$ cat src/rtl/rtranif1_tranif0.sv
// ---------------------------------------------------------------------------
// rtranif1_tranif0
//
// Purpose:
//   Cycle-registered behavioural model of two independent bidirectional
//   switch primitives operating on 4-state values with 8-level strengths:
//     channel 0 : tranif0  (conducts when gate = 0, strength passed as-is)
//     channel 1 : rtranif1 (conducts when gate = 1, strength reduced)
//   Each channel resolves both terminals from their own drive plus the drive
//   propagated through the switch (single hop), and registers the result.
//
// Encodings:
//   value    [1:0] : 00 = 0, 01 = 1, 10 = Z, 11 = X
//   strength [2:0] : 0 highz, 1 small, 2 medium, 3 weak, 4 large,
//                    5 pull, 6 strong, 7 supply
//
// Ports:
//   clk                      in   rising-edge clock for all state
//   rst_n                    in   asynchronous active-low reset
//   t0_gate, t1_gate         in   gate values of channel 0 / channel 1
//   tN_a_val, tN_b_val       in   external drive value on terminal a / b
//   tN_a_str, tN_b_str       in   external drive strength on terminal a / b
//   tN_a_q_val, tN_b_q_val   out  registered resolved value of terminal a / b
//   tN_a_q_str, tN_b_q_str   out  registered resolved strength of a / b
//   tN_on                    out  registered flag: channel N conducts
// ---------------------------------------------------------------------------
module rtranif1_tranif0 (
  input  logic       clk,
  input  logic       rst_n,
  input  logic [1:0] t0_gate,
  input  logic [1:0] t1_gate,
  input  logic [1:0] t0_a_val,
  input  logic [1:0] t0_b_val,
  input  logic [1:0] t1_a_val,
  input  logic [1:0] t1_b_val,
  input  logic [2:0] t0_a_str,
  input  logic [2:0] t0_b_str,
  input  logic [2:0] t1_a_str,
  input  logic [2:0] t1_b_str,
  output logic [1:0] t0_a_q_val,
  output logic [1:0] t0_b_q_val,
  output logic [1:0] t1_a_q_val,
  output logic [1:0] t1_b_q_val,
  output logic [2:0] t0_a_q_str,
  output logic [2:0] t0_b_q_str,
  output logic [2:0] t1_a_q_str,
  output logic [2:0] t1_b_q_str,
  output logic       t0_on,
  output logic       t1_on
);

  localparam logic [1:0] V0 = 2'b00;
  localparam logic [1:0] V1 = 2'b01;
  localparam logic [1:0] VZ = 2'b10;
  localparam logic [1:0] VX = 2'b11;

  localparam int NUM_CH = 2;

  // A drive is a (value, strength) pair.
  typedef struct packed {
    logic [1:0] val;
    logic [2:0] str;
  } drive_t;

  localparam drive_t DRV_HIGHZ = '{val: VZ, str: 3'd0};

  // Conduction state of a switch as decided by its gate.
  typedef enum logic [1:0] {
    SW_OPEN = 2'd0,
    SW_ON   = 2'd1,
    SW_UNK  = 2'd2
  } sw_t;

  // -------------------------------------------------------------------------
  // Helper functions
  // -------------------------------------------------------------------------

  // A Z value or a zero strength both mean "not driving".
  function automatic drive_t normalise(input drive_t d);
    drive_t r;
    if (d.val == VZ || d.str == 3'd0) r = DRV_HIGHZ;
    else                              r = d;
    return r;
  endfunction

  // Resistive switch strength reduction.
  function automatic logic [2:0] reduce_str(input logic [2:0] s);
    logic [2:0] r;
    case (s)
      3'd7:    r = 3'd5;
      3'd6:    r = 3'd5;
      3'd5:    r = 3'd3;
      3'd4:    r = 3'd2;
      3'd3:    r = 3'd2;
      3'd2:    r = 3'd1;
      3'd1:    r = 3'd1;
      default: r = 3'd0;
    endcase
    return r;
  endfunction

  // Gate decoding; on_level selects which gate value closes the switch.
  function automatic sw_t gate_state(input logic [1:0] g, input logic [1:0] on_level);
    sw_t r;
    if (g == VZ || g == VX) r = SW_UNK;
    else if (g == on_level) r = SW_ON;
    else                    r = SW_OPEN;
    return r;
  endfunction

  // Drive seen by the receiving terminal through the switch. Both arguments
  // are already normalised, so a zero strength here always carries Z.
  function automatic drive_t propagate(input drive_t src, input drive_t dst_own,
                                       input sw_t sw, input logic resistive);
    drive_t p;
    p = src;
    if (resistive) p.str = reduce_str(src.str);
    if (sw == SW_OPEN) begin
      p = DRV_HIGHZ;
    end else if (sw == SW_UNK) begin
      // With an undecided switch the receiver can only be sure of the value
      // if it already carries that same value itself.
      if (p.str != 3'd0 && p.val != dst_own.val) p.val = VX;
    end
    return p;
  endfunction

  // Strength-based resolution of a terminal's own drive and propagated drive.
  function automatic drive_t resolve(input drive_t own, input drive_t p);
    drive_t r;
    if (own.str > p.str)       r = own;
    else if (p.str > own.str)  r = p;
    else if (own.str == 3'd0)  r = DRV_HIGHZ;
    else if (own.val == p.val) r = own;
    else                       r = '{val: VX, str: own.str};
    return r;
  endfunction

  // -------------------------------------------------------------------------
  // Per-channel input bundling
  // -------------------------------------------------------------------------
  logic [1:0] gate_in  [NUM_CH];
  drive_t     a_in     [NUM_CH];
  drive_t     b_in     [NUM_CH];

  assign gate_in[0] = t0_gate;
  assign gate_in[1] = t1_gate;
  assign a_in[0]    = '{val: t0_a_val, str: t0_a_str};
  assign b_in[0]    = '{val: t0_b_val, str: t0_b_str};
  assign a_in[1]    = '{val: t1_a_val, str: t1_a_str};
  assign b_in[1]    = '{val: t1_b_val, str: t1_b_str};

  // Next-state values for every channel.
  drive_t a_d  [NUM_CH];
  drive_t b_d  [NUM_CH];
  logic   on_d [NUM_CH];

  // -------------------------------------------------------------------------
  // Channel datapath: channel 0 is tranif0, channel 1 is rtranif1.
  // -------------------------------------------------------------------------
  genvar gi;
  generate
    for (gi = 0; gi < NUM_CH; gi++) begin : g_chan
      localparam logic       RESISTIVE = (gi == 1);
      localparam logic [1:0] ON_LEVEL  = (gi == 1) ? V1 : V0;

      drive_t a_n, b_n;
      drive_t a_p, b_p;
      sw_t    sw;

      assign a_n = normalise(a_in[gi]);
      assign b_n = normalise(b_in[gi]);
      assign sw  = gate_state(gate_in[gi], ON_LEVEL);

      // Single hop: only the terminals' own normalised drives cross the
      // switch, never the resolved results.
      assign a_p = propagate(b_n, a_n, sw, RESISTIVE);
      assign b_p = propagate(a_n, b_n, sw, RESISTIVE);

      assign a_d[gi]  = resolve(a_n, a_p);
      assign b_d[gi]  = resolve(b_n, b_p);
      assign on_d[gi] = (sw == SW_ON);
    end
  endgenerate

  // -------------------------------------------------------------------------
  // Output registers
  // -------------------------------------------------------------------------
  drive_t a_q  [NUM_CH];
  drive_t b_q  [NUM_CH];
  logic   on_q [NUM_CH];

  always_ff @(posedge clk or negedge rst_n) begin
    if (!rst_n) begin
      for (int i = 0; i < NUM_CH; i++) begin
        a_q[i]  <= DRV_HIGHZ;
        b_q[i]  <= DRV_HIGHZ;
        on_q[i] <= 1'b0;
      end
    end else begin
      for (int i = 0; i < NUM_CH; i++) begin
        a_q[i]  <= a_d[i];
        b_q[i]  <= b_d[i];
        on_q[i] <= on_d[i];
      end
    end
  end

  assign t0_a_q_val = a_q[0].val;
  assign t0_a_q_str = a_q[0].str;
  assign t0_b_q_val = b_q[0].val;
  assign t0_b_q_str = b_q[0].str;
  assign t1_a_q_val = a_q[1].val;
  assign t1_a_q_str = a_q[1].str;
  assign t1_b_q_val = b_q[1].val;
  assign t1_b_q_str = b_q[1].str;
  assign t0_on      = on_q[0];
  assign t1_on      = on_q[1];

endmodule

$ cat config.mk
export PLATFORM = sky130hd
export DESIGN_NAME = rtranif1_tranif0
export DESIGN_NICKNAME = d
export VERILOG_FILES = /design/src/rtl/rtranif1_tranif0.sv
export SDC_FILE = /design/constraint.sdc
export NUM_CORES = 1
export LEC_CHECK = 0
export ABC_AREA = 1
export CAP_MARGIN = 20
export CORE_UTILIZATION = 60
export CTS_BUF_LIST = sky130_fd_sc_hd__clkbuf_16
export CTS_CLUSTER_DIAMETER = 80
export DETAILED_ROUTE_END_ITERATION = 8
export DONT_BUFFER_PORTS = 1
export PLACE_DENSITY_LB_ADDON = 0.2
export SETUP_SLACK_MARGIN = 0.1
export SYNTH_ARGS = -nofsm -noshare
export SYNTH_HDL_FRONTEND = slang
export SYNTH_SLANG_ARGS = --single-unit
$ cat constraint.sdc
create_clock -name clk -period 1.6 [get_ports clk]
set_clock_uncertainty 0.15 [all_clocks]
set_input_delay 0.32 -clock clk [delete_from_list [all_inputs] [get_ports clk]]
set_output_delay 0.32 -clock clk [all_outputs]
set_load 0.02 [all_outputs]
==> metrics.csv, run 1 <==
metric;value;unit
run status;stopped before the end;
stage reached;clock tree synthesis;
stop err;[ERROR DPL-0038] Utilization greater than 100%, impossible to legalize;
largest family of logic cells by synthesized area;simple AND/OR/NAND/NOR gates;
synth cell count leaders;nand2_1, inv_1, nand3_1, nor2_1, dfrtp_1;
Synth cell types;25;
post-synth top area cell;dfrtp_1;
fraction of the mapped netlist area in simple logic gates;42.6;%
post-placement cell count;383;
DP Wirelength;4230;µm
H-tree Lvls;1;
Num Clock Sinks;22;
Final GP Congestion;0.924;
number of synthesized flops with an enable pin;0;
Die Wd;57.3;µm
Initial Utilization;64.8;%
synthesized area per cell;6.45;µm²
Cell Rows;19;
FFs w/ async S/R, synth;100;%
Clock Tree Buf Depth;2;
IO Port Bufs;0;
area share of the largest cell type after synthesis;24.6;%
register area share after synthesis;30.3;%
Synth Area in Compound Gates;10.9;%
Synth Cell Area;1830;µm²
top-count cell post-synth;nand2_1;
Top FF cell, synth;dfrtp_1;
root buffer cell;clkbuf_16;
Adder-Cell Fraction of Synth Area;7.51;%
XOR/XNOR Fraction of Synth Area;0;%
Die Y;57.3;µm
Mapped Nets;321;
Hold-fix buffers, CTS;4;
Yosys reg bits;22;
mux share of post-synthesis cell area;0;%
most area-consuming cells after synthesis;dfrtp_1, nand2_1, nand3_1, inv_1, ha_1;
post-CTS sizing;123;
Syn. warnings;0;
Mapped Cells;284;
CTS Buf Count;3;
pre-CTS WS;-0.547;ns
setup bufs post-CTS;23;
Ports;48;
==> metrics by stage <==
step / hold WS [ns] / setup TNS (ns) / instance area [µm²]
after detailed placement: -0.125 / -7.37 / 2480
after global placement: -0.125 / -4.99 / 2480
after floorplan: -0.126 / -3.09 / 1930
==> cells by family after synthesis <==
family / after synthesis
compound gates: 36
simple gates: 173
buf+inv: 42
fa+ha+maj: 11
flops: 22
==> run 2: changes to the inputs <==
==> config.mk (replaced) <==
export PLATFORM = sky130hd
export DESIGN_NAME = rtranif1_tranif0
export DESIGN_NICKNAME = d
export VERILOG_FILES = /design/src/rtl/rtranif1_tranif0.sv
export SDC_FILE = /design/constraint.sdc
export NUM_CORES = 1
export LEC_CHECK = 0
export ABC_AREA = 1
export CAP_MARGIN = 20
export CORE_UTILIZATION = 40
export DETAILED_ROUTE_END_ITERATION = 8
export DONT_BUFFER_PORTS = 1
export PLACE_DENSITY_LB_ADDON = 0.15
export SYNTH_ARGS = -nofsm -noshare
export SYNTH_HDL_FRONTEND = slang
export SYNTH_SLANG_ARGS = --single-unit
==> metrics.csv, run 2 <==
metric;value;unit
clock share of power;17.8;%
total global-route track usage;21.8;%
Worst EP required;1.62;ns
fraction of the mapped netlist area in simple logic gates;42.6;%
core footprint;4380;µm²
largest net degree at the start of global routing;23;
DRT Wirelength;5640;µm
Die Wd;69.7;µm
Remaining Overflow, GRT;0;
post-synth top area cell;dfrtp_1;
Top FF cell, synth;dfrtp_1;
drt wl/cell;13.0;µm
top-count cell post-synth;nand2_1;
area share of the largest cell type after synthesis;24.6;%
1st-iter DRT viols;100;
Reg power frac;34.9;%
crit-path max FO;3;
CTS tree;built;
most frequent cells in the layout;buf_4, nand2_1, nand3_1;
Initial Utilization;41.8;%
synth cell count leaders;nand2_1, inv_1, nand3_1, nor2_1, dfrtp_1;
Logic pwr share;47.3;%
pre-CTS WS;-0.456;ns
mux share of post-synthesis cell area;0;%
max frequency;0.564;GHz
First-pass DRT Iterations;4;
# DRC;0;
Int Pwr;1.46;mW
Tmin final;1.77;ns
Mapped Nets;321;
CTS clk-pin slew, worst paths;0.09;ns
vias in the first global route;1971;
relative max-transition margin;70.2;%
number of max-cap violations;0;
root buffer cell;clkbuf_8;
CTS Buf Count;3;
synthesized area per cell;6.45;µm²
Via density;5.01;
final-report hold violation count;0;
largest family of logic cells by synthesized area;simple AND/OR/NAND/NOR gates;
n_diodes;0;
Synth cell types;25;
post-place instance area;2510;µm²
failing checks;negative setup slack;
Ports;48;
Die Y;69.7;µm
Pins Over Slew Limit;0;
Mapped Cells;284;
XOR/XNOR Fraction of Synth Area;0;%
Worst-Margin Slew;0.446;ns
H-tree Lvls;1;
run status;finished, violations left;
initial antenna violation count;0;
Layout Nets;419;
CP startpoint kind;input pin;
IO Port Bufs;0;
Synth Area in Compound Gates;10.9;%
RSZ-0062 raised after global routing;yes;
Worst setup EP type;flop;
Yosys reg bits;22;
most area-consuming cells after synthesis;dfrtp_1, nand2_1, nand3_1, inv_1, ha_1;
Crit Path Category;input pin to flop;
commonest non-fill, non-tap cell in the layout;buf_4;
Design Power;2.39;mW
DR vias;2171;
Synth Cell Area;1830;µm²
Final GP Congestion;0.937;
number of synthesized flops with an enable pin;0;
VDD IR-drop max;563;µV
worst path arrival time;1.79;ns
static leakage;1.60;nW
layout cells sized above 1;52.8;%
Num Clock Sinks;22;
Net Sw Frac;39.0;%
Hold WC Path Type;input pin to flop;
Switch Pwr;0.934;mW
synth-to-layout area growth;72.4;%
Adder-Cell Fraction of Synth Area;7.51;%
Syn. warnings;0;
Tcrit/Tclk final;111;%
first-pass GRT wire length;8600;µm
Pwr Density;757;nW/µm²
antenna-violating nets left;0;
DP Wirelength;3850;µm
Clock Tree Buf Depth;2;
final hold slack;0.0427;ns
Cell Rows;24;
FFs w/ async S/R, synth;100;%
register area share after synthesis;30.3;%
Setup WS post-layout;-0.172;ns
fin area;3160;µm²
die area;4860;µm²
final setup violation count;11;
[run 2: stage by stage]
step | util (%) | TNS, ns | cells
floorplan | - | -3.08 | 284
global placement | 57.3 | -6.09 | 405
detailed placement | 57.3 | -6.62 | 405
CTS | 63.0 | -0.911 | 424
global route | 72.1 | -2.38 | 433
finish | 72.1 | -0.921 | 433
[run 2: worst paths after layout]
check | startpoint | to | slack (ns) | cells past startpoint
max in group asynchronous | rst_n | t0_a_q_val[1] | 0.51 | 2
worst max-delay path | t1_a_val[0] | t1_b_q_str[2] | -0.17 | 15
min in group asynchronous | rst_n | t1_a_q_str[2] | 0.27 | 1
worst min-delay path | t1_gate[0] | t1_on | 0.04 | 2
[run 2: layout make-up]
| class | instances | area (µm²) |
|---|---|---|
| Timing Repair Buffer | 93 | 773 |
| Inverter | 42 | 219 |
| Sequential cell | 22 | 556 |
| Tap cell | 52 | 65.1 |
| Multi-Input combinational cell | 220 | 1490 |
| Clock buffer | 4 | 55.1 |
| Fill cell | 334 | 1220 |
[run 2: cell families after synthesis]
logic type,Yosys count
AO/OA/AOI/OAI,36
adder cells (fa/ha/maj),11
buffers and inverters,42
flip-flops,22
AND/OR/NAND/NOR,173
[run 2: power groups by stage]
stage | sequential (mW) | clock [mW] | combinational (mW)
after floorplan | 0.836 | 0 | 0.476
after global placement | 0.847 | 0 | 0.783
after detailed placement | 0.844 | 0 | 0.792
after CTS | 0.838 | 0.433 | 0.899
after global routing | 0.847 | 0.449 | 1.24
final | 0.835 | 0.425 | 1.13
[run 2: routing by layer]
metal | routed length (µm) | track usage [%]
met1 | 2660 | 31.2
met4 | 72 | 4.22
met5 | 0 | 0
met2 | 2670 | 34.7
met3 | 231 | 3.92
[run 2: timing repair]
action | CTS | global route
hold buffers | 4 | 0
hold endpoints to repair | 24 | 0
endpoints found under the setup margin | 13 | 20
pin swaps | 20 | 44
gates resized for setup | 23 | 71
buffers inserted | 11 | 10
gates cloned | 0 | 0
[run 2: worst max-delay path, cell delays in order]
cell       delay [ns]
clkinv_16        0.03
nand2_8          0.05
nand2_4          0.06
inv_2            0.07
nand2_2          0.08
a21oi_2          0.19
ha_1             0.28
a31oi_2          0.14
nand2_1          0.11
inv_2            0.09
nor2_4           0.04
buf_6            0.11
buf_6            0.12
nand2_4          0.05
o21ai_2          0.05
No activity file was read; power rests on OpenSTA's default activity.
==> run 3: changes to the inputs <==
--- a/config.mk
+++ b/config.mk
@@ -5,7 +5,6 @@
 export SDC_FILE = /design/constraint.sdc
 export NUM_CORES = 1
 export LEC_CHECK = 0
-export ABC_AREA = 1
 export CAP_MARGIN = 20
 export CORE_UTILIZATION = 40
 export DETAILED_ROUTE_END_ITERATION = 8
==> metrics.csv, run 3 <==
metric;value;unit
FFs w/ async S/R, synth;100;%
Tmin final;1.82;ns
Pins Over Slew Limit;0;
largest family of logic cells by synthesized area;compound AO/OA/AOI/OAI gates;
Top FF cell, synth;dfrtp_1;
synthesized area per cell;8.50;µm²
Worst setup EP type;flop;
Clock Tree Buf Depth;2;
Layout Nets;333;
Cell Rows;24;
CP delay by family, top;compound AO/OA/AOI/OAI gates;
XOR/XNOR Fraction of Synth Area;0.916;%
drt wl/cell;17.9;µm
Yosys reg bits;22;
Worst EP required;1.60;ns
DR vias;2068;
most frequent cells in the layout;buf_4, dfrtp_1, nand2_1, nor2_1, nand2_2;
most area-consuming cells after synthesis;dfrtp_1, ha_1, dfstp_2, nand2_1, o21ai_0;
layout cells sized above 1;55.6;%
Die Wd;71.2;µm
Setup WS post-layout;-0.220;ns
RSZ-0062 raised after global routing;yes;
synth cell count leaders;nand2_1, dfrtp_1, nor2_1;
antenna-violating nets left;0;
number of synthesized flops with an enable pin;0;
failing checks;design-rule violations, negative setup slack;
Via density;5.96;
register area share after synthesis;29.0;%
Syn. warnings;0;
Worst-Margin Slew;0.457;ns
synth-to-layout area growth;61.4;%
worst path arrival time;1.82;ns
area share of the largest cell type after synthesis;23.5;%
post-placement cell count;323;
core footprint;4470;µm²
Adder-Cell Fraction of Synth Area;7.19;%
first-pass GRT wire length;9580;µm
post-synth top area cell;dfrtp_1;
VDD IR-drop max;466;µV
final-report hold violation count;0;
initial antenna violation count;0;
top-count cell post-synth;nand2_1;
root buffer cell;clkbuf_8;
Synth cell types;55;
Synth Cell Area;1910;µm²
final setup violation count;18;
n_diodes;0;
Tcrit/Tclk final;114;%
relative max-transition margin;69.4;%
# DRC;3;
Buffers & Inverters on Critical Path;0;
1st-iter DRT viols;146;
commonest non-fill, non-tap cell in the layout;buf_4;
First-pass DRT Iterations;6;
DP Wirelength;4060;µm
total global-route track usage;24.0;%
crit-path max FO;7;
Worst path slowest cell;ha_1;
Crit Path Category;input pin to flop;
largest net degree at the start of global routing;23;
number of fill cells in the layout;329;
Pwr Density;691;nW/µm²
Initial Utilization;42.8;%
IO Port Bufs;0;
CP startpoint kind;input pin;
Final GP Congestion;0.925;
H-tree Lvls;1;
mux share of post-synthesis cell area;2.68;%
Critical Path Max Stage Delay;0.29;ns
Ports;48;
Synth Area in Compound Gates;30.2;%
utilization after layout;69.0;%
run status;finished, violations left;
CTS clk-pin slew, worst paths;0.08;ns
Mapped Cells;225;
max frequency;0.549;GHz
fraction of the mapped netlist area in simple logic gates;26.4;%
CTS tree;built;
Num Clock Sinks;22;
static leakage;1.29;nW
vias in the first global route;2022;
Mapped Nets;262;
Remaining Overflow, GRT;0;
Hold WC Path Type;input pin to flop;
CTS Buf Count;3;
number of max-cap violations;0;
DRT Wirelength;6220;µm
Die Y;71.2;µm
non-filler cells in the finished layout;347;
critical-path cell list;nand3b_1 > a211oi_2 > ha_1 > nor2b_4 > o21a_1 > o21a_2 > nand3_1 > o211ai_1;
die area;5060;µm²
-- run 3: cell count changes after synthesis, sizes merged, moves of 6 or more --
cell	delta
nor2b	+7
nand2b	+9
nor3	+7
inv	-35
nand3	-25
a211oi	+7
nand2	-74
o31ai	+6
nor2	-17
-- run 3: report_power, final --
part | total (mW) | switching [mW] | internal [mW]
combinational | 0.974 | 0.458 | 0.516
clock | 0.366 | 0.188 | 0.178
sequential | 0.796 | 0.143 | 0.652
total | 2.14 | 0.789 | 1.35
-- run 3: cells by family (layout without fill, tap and decap cells) --
| logic type | Yosys count | in the layout |
|---|---|---|
| AND/OR/NAND/NOR | 97 | 97 |
| AO/OA/AOI/OAI | 74 | 74 |
| flip-flops | 22 | 22 |
| buffers and inverters | 14 | 84 |
| adder cells (fa/ha/maj) | 11 | 11 |
| multiplexers | 5 | 5 |
| XOR/XNOR | 2 | 2 |
-- run 3: per-layer routing --
layer  share of wire, %  wire length [µm]  up-vias  global-route usage, %
met5                  0                 0        -                      0
met4                1.5                92        0                   5.33
met3                6.3               393        8                   5.70
met2                 47              2920       66                   37.4
met1                 45              2820      995                   33.6
li1                   -                 -      999                      -
-- run 3: area by class of cell --
cell class	count	area [µm²]	area share [%]
multi-input cells	189	1760	57.1
repair buffers	73	632	20.5
flip-flops and latches	22	556	18.0
inverters	7	28.8	0.932
well taps	52	65.1	2.11
clock buffers	4	45.0	1.46
-- run 3: what timing repair did --
action	in CTS	in global routing
setup buffers	13	5
pin swaps	25	25
gates resized for setup	35	50
endpoints found under the hold margin	23	0
hold buffers	2	0
setup endpoints to repair	18	20
-- run 3: final timing paths --
path                        startpoint            end  slack [ns]  depth (start not counted)
min in group asynchronous        rst_n  t0_a_q_str[1]        0.20                          1
max in group asynchronous        rst_n  t1_b_q_val[1]        0.64                          2
setup / recovery           t1_a_str[2]  t1_b_q_val[0]       -0.22                          8
hold / removal             t0_a_str[1]  t0_a_q_str[1]        0.04                          2
-- run 3: per-stage QoR --
stage | setup WS [ns] | instance area [µm²] | hold WS (ns) | total power [mW] | setup TNS [ns]
2_1_floorplan | -0.541 | 2030 | -0.126 | 1.23 | -6.37
3_3_place_gp | -0.486 | 2450 | -0.125 | 1.45 | -7.80
3_5_place_dp | -0.528 | 2450 | -0.125 | 1.45 | -8.10
4_1_cts | -0.219 | 2800 | 0.0366 | 1.98 | -2.49
5_1_grt | -0.349 | 3090 | 0.0397 | 2.27 | -3.37
6_report | -0.220 | 3090 | 0.0445 | 2.14 | -2.28
==> run 4: changes to the inputs <==
--- a/config.mk
+++ b/config.mk
@@ -5,9 +5,11 @@
 export SDC_FILE = /design/constraint.sdc
 export NUM_CORES = 1
 export LEC_CHECK = 0
+export ABC_AREA = 1
 export CAP_MARGIN = 20
-export CORE_UTILIZATION = 40
+export CORE_AREA = 2 2 63 65
 export DETAILED_ROUTE_END_ITERATION = 8
+export DIE_AREA = 0 0 65 67
 export DONT_BUFFER_PORTS = 1
 export PLACE_DENSITY_LB_ADDON = 0.15
 export SYNTH_ARGS = -nofsm -noshare
==> metrics.csv, run 4 (synthesis gave the netlist of run 2 again) <==
metric;value;unit
drt wl/cell;21.9;µm
DP Wirelength;3950;µm
relative max-transition margin;71.8;%
met2 routed wirelength;4430;µm
Die Wd;65;µm
area of the multi-input gates;1650;µm²
hold path depth;2;
commonest non-fill, non-tap cell in the layout;buf_4;
clock share of power;19.2;%
Final GP Congestion;0.906;
Clock Tree Buf Depth;2;
Critical Path Max Stage Delay;0.22;ns
first-pass GRT wire length;9940;µm
Initial Utilization;50.8;%
Pwr Density;821;nW/µm²
vias in the first global route;2239;
FF+latch area;556;µm²
Worst-Margin Slew;0.422;ns
Fin Setup TNS;-2.59;ns
static leakage;1.66;nW
Hold WC Path Type;input pin to flop;
failing checks;negative setup slack;
run status;finished, violations left;
IO Port Bufs;0;
Setup WS post-layout;-0.360;ns
Int Pwr;1.61;mW
synth-to-layout area growth;81.0;%
fin area;3320;µm²
# DRC;0;
most frequent cells in the layout;buf_4, nand2_1, nand2_2;
RSZ-0062 raised after global routing;yes;
VDD IR-drop max;806;µV
First-pass DRT Iterations;6;
root buffer cell;clkbuf_8;
Via density;6.40;
CP Depth;17;
Tmin final;1.96;ns
Cell Rows;22;
Design Power;2.72;mW
CP startpoint kind;input pin;
Net Sw Frac;41.0;%
worst path arrival time;1.97;ns
Tcrit/Tclk final;122;%
crit-path max FO;4;
number of fill cells in the layout;125;
n_diodes;0;
DRT met1 WL;3330;µm
largest net degree at the start of global routing;23;
Num Clock Sinks;22;
CTS tree;built;
Worst Setup SP;t1_a_str[1];
Die Y;67;µm
final setup violation count;17;
post-place instance area;2500;µm²
critical-path cell list;nor2_4 > nand2_4 > nand2_4 > nor2_4 > nor2_2 > nor2_2 > o21ai_2 > ha_2 > inv_2 > a31oi_1 > nand2_1 > inv_2 > nor2_4 > inv_2 > o21ai_1 > a21oi_1 > nor2_1;
Buffers & Inverters on Critical Path;3;
CTS clk-pin slew, worst paths;0.08;ns
CP delay by family, top;simple AND/OR/NAND/NOR gates;
Reg power frac;30.8;%
max frequency;0.510;GHz
initial antenna violation count;0;
layout cells sized above 1;59.8;%
antenna-violating nets left;0;
non-filler cells in the finished layout;431;
hold path startpoint;t1_gate[0];
DR vias;2760;
H-tree Lvls;1;
1st-iter DRT viols;412;
Crit Path Category;input pin to flop;
CTS Buf Count;3;
total global-route track usage;29.7;%
Worst path slowest cell;ha_2;
Worst EP required;1.61;ns
DRT Wirelength;9440;µm
met3 routed WL;1040;µm
Worst setup EP type;flop;
core footprint;3610;µm²
number of max-cap violations;0;
post-placement cell count;400;
Switch Pwr;1.12;mW
final-report hold violation count;0;
final hold slack;0.0554;ns
Ports;48;
Logic pwr share;50.1;%
highest routed layer;met4;
Layout Nets;421;
Remaining Overflow, GRT;0;
Pins Over Slew Limit;0;
die area;4360;µm²
-- run 4: changes by cell type in the layout (fill, tap and decap cells not counted), sizes merged, moves of 6 or more --
cell,previous run,this run
nand2b,9,0
nor2b,7,0
nand3,6,31
inv,7,42
nor2,18,35
nor3,8,1
buf,71,91
nand2,28,102
o31ai,7,1
a211oi,7,0
-- run 4: worst paths after layout --
check	end	slack (ns)
min in group asynchronous	t0_b_q_str[0]	0.15
setup / recovery	t1_b_q_val[0]	-0.36
hold / removal	t1_on	0.06
max in group asynchronous	t1_b_q_val[1]	0.68
-- run 4: stage by stage --
stage / setup slack [ns] / utilization, %
6_report: -0.360 / 92.0
2_1_floorplan: -0.328 / -
3_5_place_dp: -0.502 / 69.3
4_1_cts: -0.119 / 78.9
3_3_place_gp: -0.458 / 69.3
5_1_grt: -0.443 / 92.0
-- run 4: what timing repair did --
item | CTS | global route
hold endpoints to repair | 24 | 0
endpoints found under the setup margin | 14 | 19
pin swaps | 29 | 41
gates resized for setup | 33 | 101
buffers inserted | 12 | 13
hold buffers | 4 | 0
-- run 4: routing by layer --
layer,up-vias,track usage (%)
met5,-,0
met1,1264,34.1
li1,1112,-
met4,0,9.31
met3,103,5.74
met2,281,55.0
-- run 4: power groups by stage --
stage / Clock [mW] / Combinational, mW / Sequential (mW)
2_1_floorplan: 0 / 0.476 / 0.836
3_3_place_gp: 0 / 0.770 / 0.849
3_5_place_dp: 0 / 0.792 / 0.848
4_1_cts: 0.517 / 0.947 / 0.840
5_1_grt: 0.543 / 1.42 / 0.849
6_report: 0.522 / 1.36 / 0.839
-- run 4: cell type report --
cell class              instances  area share, %
multi-input cells             220           49.6
repair buffers                 95           23.4
flip-flops and latches         22           16.7
inverters                      42           6.33
well taps                      48           1.81
clock buffers                   3           1.24
clock inverters                 1          0.905
